$ cat src/rtl/bp_dma_link_edge_adapter.sv
// ---------------------------------------------------------------------------
// bp_dma_link_edge_adapter
//
// Terminates one DMA ready-and wormhole link at the south edge of the memory
// complex. The RX path gathers a header flit plus its payload flits into one
// wide parallel packet. The TX path serializes a wide response packet back
// onto the link. RX and TX are independent state machines with independent
// flow control; they only share the packed link_o bus.
//
// Ports
//   clk_i               clock
//   reset_n_i           asynchronous active-low reset
//   link_i              incoming link {v, data, ready_and_rev}
//   link_o              outgoing link {v, data, ready_and_rev}
//   rx_pkt_o            assembled packet, flit k at [k*flit_width_p +: flit_width_p]
//   rx_pkt_v_o          assembled packet valid
//   rx_pkt_ready_and_i  consumer accepts the assembled packet
//   tx_pkt_i            packet to serialize, same layout as rx_pkt_o
//   tx_pkt_v_i          tx_pkt_i valid
//   tx_pkt_ready_and_o  TX path can accept a packet
//   err_o               sticky: an RX header announced more payload than fits
// ---------------------------------------------------------------------------
module bp_dma_link_edge_adapter #(
  parameter  int flit_width_p        = 64,
  parameter  int len_width_p         = 4,
  parameter  int max_payload_flits_p = 8,
  localparam int pkt_width_lp        = flit_width_p * (max_payload_flits_p + 1),
  localparam int link_width_lp       = flit_width_p + 2
) (
  input  logic                     clk_i,
  input  logic                     reset_n_i,
  input  logic [link_width_lp-1:0] link_i,
  output logic [link_width_lp-1:0] link_o,
  output logic [pkt_width_lp-1:0]  rx_pkt_o,
  output logic                     rx_pkt_v_o,
  input  logic                     rx_pkt_ready_and_i,
  input  logic [pkt_width_lp-1:0]  tx_pkt_i,
  input  logic                     tx_pkt_v_i,
  output logic                     tx_pkt_ready_and_o,
  output logic                     err_o
);

  localparam int slots_lp = max_payload_flits_p + 1;

  typedef enum logic [1:0] {
    RX_HDR  = 2'd0,
    RX_BODY = 2'd1,
    RX_OUT  = 2'd2
  } rx_state_e;

  typedef enum logic {
    TX_IDLE = 1'b0,
    TX_SEND = 1'b1
  } tx_state_e;

  // Saturate a header length to what the wide packet can actually hold.
  function automatic logic [len_width_p-1:0] clamp_len(input logic [len_width_p-1:0] len);
    if (int'(len) > max_payload_flits_p) begin
      return len_width_p'(max_payload_flits_p);
    end
    return len;
  endfunction

  // Incoming link fields
  logic                    link_v_li;
  logic [flit_width_p-1:0] link_data_li;
  logic                    link_ready_li;

  assign link_v_li     = link_i[link_width_lp-1];
  assign link_data_li  = link_i[flit_width_p:1];
  assign link_ready_li = link_i[0];

  // State
  rx_state_e               rx_state_q, rx_state_d;
  logic [pkt_width_lp-1:0] rx_pkt_q,   rx_pkt_d;
  logic [len_width_p-1:0]  rx_len_q,   rx_len_d;
  logic [len_width_p-1:0]  rx_cnt_q,   rx_cnt_d;
  logic                    err_q,      err_d;

  tx_state_e               tx_state_q, tx_state_d;
  logic [pkt_width_lp-1:0] tx_pkt_q,   tx_pkt_d;
  logic [len_width_p-1:0]  tx_len_q,   tx_len_d;
  logic [len_width_p-1:0]  tx_idx_q,   tx_idx_d;

  // Low during reset and for the release edge, so that no ready output is
  // asserted while reset_n_i is low; high from the first clock edge on.
  logic                    run_q,      run_d;

  logic                    rx_ready;
  logic                    rx_xfer;
  logic [len_width_p-1:0]  hdr_len;
  logic                    tx_ready;
  logic                    tx_accept;
  logic [flit_width_p-1:0] tx_flit;
  logic                    link_v_lo;
  logic [flit_width_p-1:0] link_data_lo;

  assign run_d     = 1'b1;
  assign rx_ready  = run_q & (rx_state_q != RX_OUT);
  assign rx_xfer   = link_v_li & rx_ready;
  assign hdr_len   = link_data_li[len_width_p-1:0];
  assign tx_ready  = run_q & (tx_state_q == TX_IDLE);
  assign tx_accept = tx_pkt_v_i & tx_ready;

  // RX: header / body collection / hand-off
  always_comb begin
    rx_state_d = rx_state_q;
    rx_pkt_d   = rx_pkt_q;
    rx_len_d   = rx_len_q;
    rx_cnt_d   = rx_cnt_q;
    err_d      = err_q;

    unique case (rx_state_q)
      RX_HDR: begin
        if (rx_xfer) begin
          rx_pkt_d                     = '0;
          rx_pkt_d[flit_width_p-1:0]   = link_data_li;
          rx_len_d                     = hdr_len;
          rx_cnt_d                     = '0;
          rx_state_d                   = (hdr_len == '0) ? RX_OUT : RX_BODY;
          if (int'(hdr_len) > max_payload_flits_p) begin
            err_d = 1'b1;
          end
        end
      end

      RX_BODY: begin
        if (rx_xfer) begin
          // Flits beyond the buffer match no slot and are dropped; the link
          // keeps flowing so the oversize packet is still fully drained.
          for (int s = 1; s < slots_lp; s++) begin
            if (int'(rx_cnt_q) + 1 == s) begin
              rx_pkt_d[s*flit_width_p +: flit_width_p] = link_data_li;
            end
          end
          rx_cnt_d = rx_cnt_q + len_width_p'(1);
          if (rx_cnt_q == rx_len_q - len_width_p'(1)) begin
            rx_state_d = RX_OUT;
          end
        end
      end

      RX_OUT: begin
        if (rx_pkt_ready_and_i) begin
          rx_state_d = RX_HDR;
        end
      end

      default: rx_state_d = RX_HDR;
    endcase
  end

  // TX: accept / serialize
  always_comb begin
    tx_state_d = tx_state_q;
    tx_pkt_d   = tx_pkt_q;
    tx_len_d   = tx_len_q;
    tx_idx_d   = tx_idx_q;

    unique case (tx_state_q)
      TX_IDLE: begin
        if (tx_accept) begin
          tx_pkt_d   = tx_pkt_i;
          tx_len_d   = clamp_len(tx_pkt_i[len_width_p-1:0]);
          tx_idx_d   = '0;
          tx_state_d = TX_SEND;
        end
      end

      TX_SEND: begin
        if (link_ready_li) begin
          tx_idx_d = tx_idx_q + len_width_p'(1);
          if (tx_idx_q == tx_len_q) begin
            tx_state_d = TX_IDLE;
          end
        end
      end

      default: tx_state_d = TX_IDLE;
    endcase
  end

  // Flit select for the outgoing link; idx never exceeds the clamped length.
  always_comb begin
    tx_flit = '0;
    for (int s = 0; s < slots_lp; s++) begin
      if (int'(tx_idx_q) == s) begin
        tx_flit = tx_pkt_q[s*flit_width_p +: flit_width_p];
      end
    end
  end

  assign link_v_lo    = (tx_state_q == TX_SEND);
  assign link_data_lo = link_v_lo ? tx_flit : '0;

  always_ff @(posedge clk_i or negedge reset_n_i) begin
    if (!reset_n_i) begin
      run_q      <= 1'b0;
      rx_state_q <= RX_HDR;
      rx_pkt_q   <= '0;
      rx_len_q   <= '0;
      rx_cnt_q   <= '0;
      err_q      <= 1'b0;
      tx_state_q <= TX_IDLE;
      tx_pkt_q   <= '0;
      tx_len_q   <= '0;
      tx_idx_q   <= '0;
    end else begin
      run_q      <= run_d;
      rx_state_q <= rx_state_d;
      rx_pkt_q   <= rx_pkt_d;
      rx_len_q   <= rx_len_d;
      rx_cnt_q   <= rx_cnt_d;
      err_q      <= err_d;
      tx_state_q <= tx_state_d;
      tx_pkt_q   <= tx_pkt_d;
      tx_len_q   <= tx_len_d;
      tx_idx_q   <= tx_idx_d;
    end
  end

  assign link_o             = {link_v_lo, link_data_lo, rx_ready};
  assign rx_pkt_o           = rx_pkt_q;
  assign rx_pkt_v_o         = (rx_state_q == RX_OUT);
  assign tx_pkt_ready_and_o = tx_ready;
  assign err_o              = err_q;

endmodule
$ cat config.mk
export PLATFORM = sky130hd
export DESIGN_NAME = bp_dma_link_edge_adapter
export DESIGN_NICKNAME = d
export VERILOG_FILES = /design/src/rtl/bp_dma_link_edge_adapter.sv
export SDC_FILE = /design/constraint.sdc
export NUM_CORES = 2
export LEC_CHECK = 0
export CORE_AREA = 2 2 510 512
export CTS_CLUSTER_SIZE = 25
export DETAILED_ROUTE_END_ITERATION = 16
export DIE_AREA = 0 0 512 514
export GPL_TIMING_DRIVEN = 0
export SLEW_MARGIN = 25
export SYNTH_ARGS = -nofsm -noshare
export SYNTH_HDL_FRONTEND = slang
export SYNTH_SLANG_ARGS = --single-unit
$ cat constraint.sdc
create_clock -name clk_i -period 4.9 [get_ports clk_i]
set_input_delay 0.49 -clock clk_i [delete_from_list [all_inputs] [get_ports clk_i]]
set_output_delay 0.49 -clock clk_i [all_outputs]
set_load 0.01 [all_outputs]
======== Word-level counts from Yosys, hierarchy flattened ========
Index checks and enable logic that the tools add are counted.
storage, ports and cells
  register bits after elaboration ......... 1,173
  bits in latches ......................... 0
  memory bits (writable) .................. 0
  memory bits (read-only) ................. 0
  input port bits ......................... 646
  output and inout bits ................... 645
  logic and storage cells ................. 124
  memories kept ........................... 0
operators by class
  add/subtract/negate cells ............... 4
  multiply operators ...................... 0
  div/mod/pow operators ................... 0
  magnitude comparators ................... 2
  equality and inequality tests ........... 35
  shift-type cells ........................ 0
  multiplexer cells ....................... 42
  bitwise logic cells ..................... 5
  reductions and logical operators ........ 18
operators with widths
  kind                                                              count
  64-bit 2-to-1 mux                                                 18
  512-bit case mux with 2 select lines                              1
  576-bit 2-to-1 mux                                                1
  512-bit 2-to-1 mux                                                1
  32-bit by 4-bit == test with 1-bit output, second input constant  4
  32-bit by 3-bit == test with 1-bit output, second input constant  2
  4-bit AND reduction                                               9
  32-bit by 2-bit == test with 1-bit output, second input constant  1
  2-bit inequality test, second input constant                      14
  4-bit 2-to-1 mux                                                  6
  4-bit == test, second input constant                              5
  4-bit case mux with 2 select lines                                2
  2-bit 2-to-1 mux                                                  5
  4-bit by 1-bit adder with 4-bit output, second input constant     2
  4-bit by 3-bit == test with 1-bit output, second input constant   2
  4-bit == test                                                     2
  4-bit greater-than comparator, second input constant              2
  4-bit zero test                                                   2
  1-bit 2-to-1 mux                                                  6
  2-bit case mux with 3 select lines                                1
  2-bit AND reduction                                               3
  3-bit AND reduction                                               2
  4-bit by 1-bit adder with 5-bit output, second input constant     1
  5-bit by 4-bit == test with 1-bit output, second input constant   1
  other kinds (10)                                                  13

======== Depth between registers and ports, before layout ========
  depth after elaboration ................. 11
  depth in mapped cells ................... 10
  gate-level depth less buffers ........... 6

======== Worst setup path before layout ========
Ideal clock, no wire load.
  kind .................................... reg2out
  start point ............................. register tx_idx_q[1]
  end point ............................... output link_o[24]
  data arrival time ....................... 2,023 ps
  required time ........................... 4,410 ps
  slack ................................... 2,387 ps
  cell stages (with the launch flop) ...... 9
  buffers on the path ..................... 3
  cell sequence ........................... dfrtp_1 inv_1 ha_1 clkbuf_1 clkbuf_1 clkbuf_1 a221oi_1 o32a_1 o21ai_0
between the ends
  longest elaborated chain between the ends .. 11
  elaborated cells on any way between the ends .. 19
  those cells by class .................... 8 x eq/ne; 10 x mux; 1 x reduce/logical
RTL lines
  what                            line  text
  start: declaration              83    logic [len_width_p-1:0] tx_idx_q, tx_idx_d;
  start signal: assignment        218   tx_idx_q <= tx_idx_d;
  4-bit zero test                 187   if (int'(tx_idx_q) == s) begin
  64-bit 2-to-1 mux (8 in a row)  187
  64-bit 2-to-1 mux (*)           187
  64-bit 2-to-1 mux (*)           194   assign link_data_lo = link_v_lo ? tx_flit : '0;
  end: declaration                33    output logic [link_width_lp-1:0] link_o,
Every way passes the cells marked *; elsewhere a longest branch is shown, timed or not.

======== Worst setup path in the final report ========
  start point ............................. register tx_idx_q[1]
  end point ............................... output link_o[45]
The elaborated chain is that of the path after synthesis.

==> reports/results.ini <==
[yosys]
synth-seq-area-share = 0.580
synthSimpleGateAreaFrac = 0.171
synth_compound_area_frac = 0.0811
syn_area_um2 = 50400
synth_top_family_by_area = simple AND/OR/NAND/NOR gates
synth.area.top_cells = dfrtp_1 (58%), nand2_1 (16%), mux2i_1 (10%), a221oi_1 (2.2%), o21ai_0 (1.9%)
synth_cells = 5076
ys_top_cells_by_count = nand2_1 (2200), dfrtp_1 (1169), mux2i_1 (512)
yosysMostFrequentCell = nand2_1
synth_cell_type_count = 54
postSynthAreaPerCell_um2 = 9.93
synthXorXnorAreaFrac = 0.00191
synth_nets = 5732
synth-seq-cells = 1169
synth-edff-count = 0
synthMuxAreaShare = 0.116
yosysWarnings = 0
synth_area_leader_cell = dfrtp_1
synth_top_flop_cell = dfrtp_1
async_flop_share = 1.00
yosys.area.top_type_share = 0.580
synth_fa_ha_area_frac = 0.00248

[global_route]
grt_max_degree = 141
groute.usage.overall = 0.214
antenna_found_initial = 94
overflow = 0
first_global_vias = 46000
grt_pass1_wl_mm = 389

[floorplanning]
initial_core_util = 0.195
die_area_um2 = 263000
core.rowCount = 187
pin_count = 1291
die_w_um = 512
coreArea_um2 = 258000
die_height_um = 514

[timing]
finClkSkew_ns = 0.0674
finalCritPeriodShare = 0.992
worst_slack_ns = 0.0389
hold_viol = 0
rsz0062_at_grt = true
period_needed_ns = 4.86
whs_ns = 0.199
drv_slew = 0
setup_viol = 0
fmax_ghz = 0.206
tightest_slew_ns = 1.08
relSlewSlack = 0.276

[setup_path]
critPathKind = reg -> out
path_max_fanout = 10
timing.rr.end = rx_pkt_o[124]
rr_worst_depth = 8
cp-start-kind = flip-flop
r2r_slack_ns = 1.53
crit_top_cell = buf_4
critPathArrivalTime_ns = 4.37
cp-end-kind = output port
cp_slowest_stage_delay_ns = 0.66
path_cells = inv_1, ha_1, clkbuf_1, nor2b_1, buf_4, buf_4, clkbuf_4, a221oi_1, o32a_1, o21ai_0, clkdlybuf4s50_1
crit_slowest_cell = clkdlybuf4s50_1
reg2reg_from = run_q
critPathRequiredTime_ns = 4.41

[place]
place_worst_setup_slack_ns = 0.129
hpwl_mm = 237
port_buffers = 1290
dp.cells = 9784
globalplace.congestion = 0.962
dpl_cell_area_um2 = 68000

[clocking]
cts_buffers = 143
cts_tree = built
cts_max_path_buffers = 3
clock_sinks = 1169
clk-insertion-delay-late_ns = 0.83
htreeDepth = 4
cts_root_buf = clkbuf_16
clkTransAtPathRegs_ns = 0.06

[routing]
detail_route.wl_per_cell_um = 28.9
drt_iter0_drc = 5069
ant_nets = 0
drc_errors = 0
first_pass_iters = 6
routed_wl_mm = 291
via_per_inst = 4.62
vias = 46600

[finish]
fin_nets = 7183
area_growth_pct = 45.4
drive_gt1_frac = 0.0862
final_cells = 10100
seq_area_um2 = 29300
nFillCells = 27100
multi_input_area_um2 = 18900
finalInstanceArea_um2 = 73300

[job]
max_cap_viol_count = 0

[power_and_ir_drop]
p_per_area_nw_per_um2 = 566
power_w = 0.0415
peakVddDrop_mv = 0.356
p_leak_nw = 34.3

[outcome]
status = completed

[hold_path]
hold_class = in -> async

area by class of cell:
cell class	instances	area share
antenna	35	0.00119
buffer	376	0.0301
clock buffer	195	0.0558
clock inverter	59	0.0124
inverter	72	0.00372
multi-input combinational	3458	0.258
sequential	1169	0.399
tap	3402	0.0581
timing repair buffer	1307	0.181
cells in the final DEF (no fill, tap or decap), types with 8 or more instances in the layout:
cell	count
clkbuf_16	143
clkinv_2	23
a22oi_2	19
buf_4	10
clkdlybuf4s50_1	1284
inv_1	71
mux2_2	64
clkbuf_4	8
a22oi_1	43
clkinv_16	12
nand2_1	2200
buf_12	30
clkbuf_8	32
o22ai_1	62
o21ai_2	8
clkbuf_2	54
bufinv_16	9
nor2b_1	8
mux2i_1	512
diode_2	35
clkbuf_1	173
nand3_1	17
dfrtp_1	1169
a21oi_1	68
buf_2	112
ha_1	10
o21ai_1	31
o32a_1	62
o21ai_0	159
a221oi_1	123
buf_16	13
how the worst max path moves through the flow:
stage / from / endpoint / slack (ns) / cells after the start
4_1_cts: tx_idx_q[0] / link_o[51] / 0.0008 / 10
3_3_place_gp: reset_n_i / tx_pkt_q[161] / -50.63 / 1
6_report: tx_idx_q[1] / link_o[45] / 0.04 / 11
2_1_floorplan: tx_idx_q[1] / link_o[24] / 2.39 / 8
3_5_place_dp: tx_idx_q[0] / link_o[6] / 0.13 / 9
5_1_grt: tx_idx_q[0] / link_o[45] / -0.14 / 9
per-layer routing:
metal  vias up  global-route usage  part of all wire
li1      19800                   -                 -
met1     23800               0.295              0.44
met2      2504               0.309              0.42
met3       452              0.0722              0.10
met4        54              0.0722             0.036
met5         -                   0            0.0012
state kept, by name, indices dropped and copies added, names as in the netlist:
name        cells
err_o           1
tx_pkt_q      576
rx_cnt_q        4
link_v_lo       1
rx_pkt_o      576
tx_len_q        4
tx_idx_q        4
rx_state_q      2
run_q           1
stage by stage:
stage / utilization / setup TNS, ns
3_3_place_gp: 0.262 / -
5_1_grt: 0.284 / -0.194
4_1_cts: 0.283 / 0
2_1_floorplan: - / 0
6_report: 0.284 / 0
3_5_place_dp: 0.263 / 0
worst max-delay path: cells and delay by family (launching register included):
| kind | cells | cell delay, ns |
|---|---|---|
| AO/OA/AOI/OAI | 3 | 0.81 |
| flip-flops | 1 | 0.46 |
| adder cells (fa/ha/maj) | 1 | 0.18 |
| buffers and inverters | 6 | 1.94 |
| AND/OR/NAND/NOR | 1 | 0.16 |
what timing repair did:
| item | 4_1_cts | 5_1_grt |
|---|---|---|
| hold endpoints to repair | 199 | 0 |
| resized for setup | 74 | 51 |
| hold buffers | 1 | 0 |
| pin swaps | 3 | 0 |
| setup endpoints to repair | 62 | 33 |
| buffers inserted | 0 | 0 |
cells by family (layout without fill, tap and decap cells):
kind of cell,Yosys count,after routing
compound gates,599,599
other cells,1,36
xor+xnor,11,11
flops,1169,1169
mux,576,576
fa+ha+maj,10,10
simple gates,2261,2261
buf+inv,449,2009
power breakdown:
| group | internal (W) | switching, W | leakage [nW] | total [W] |
|---|---|---|---|---|
| Combinational | 0.00566 | 0.0101 | 16.6 | 0.0158 |
| Clock | 0.00644 | 0.00480 | 2.42 | 0.0112 |
| Sequential | 0.0125 | 0.00193 | 15.3 | 0.0145 |
(Power assumes the default switching activity.)
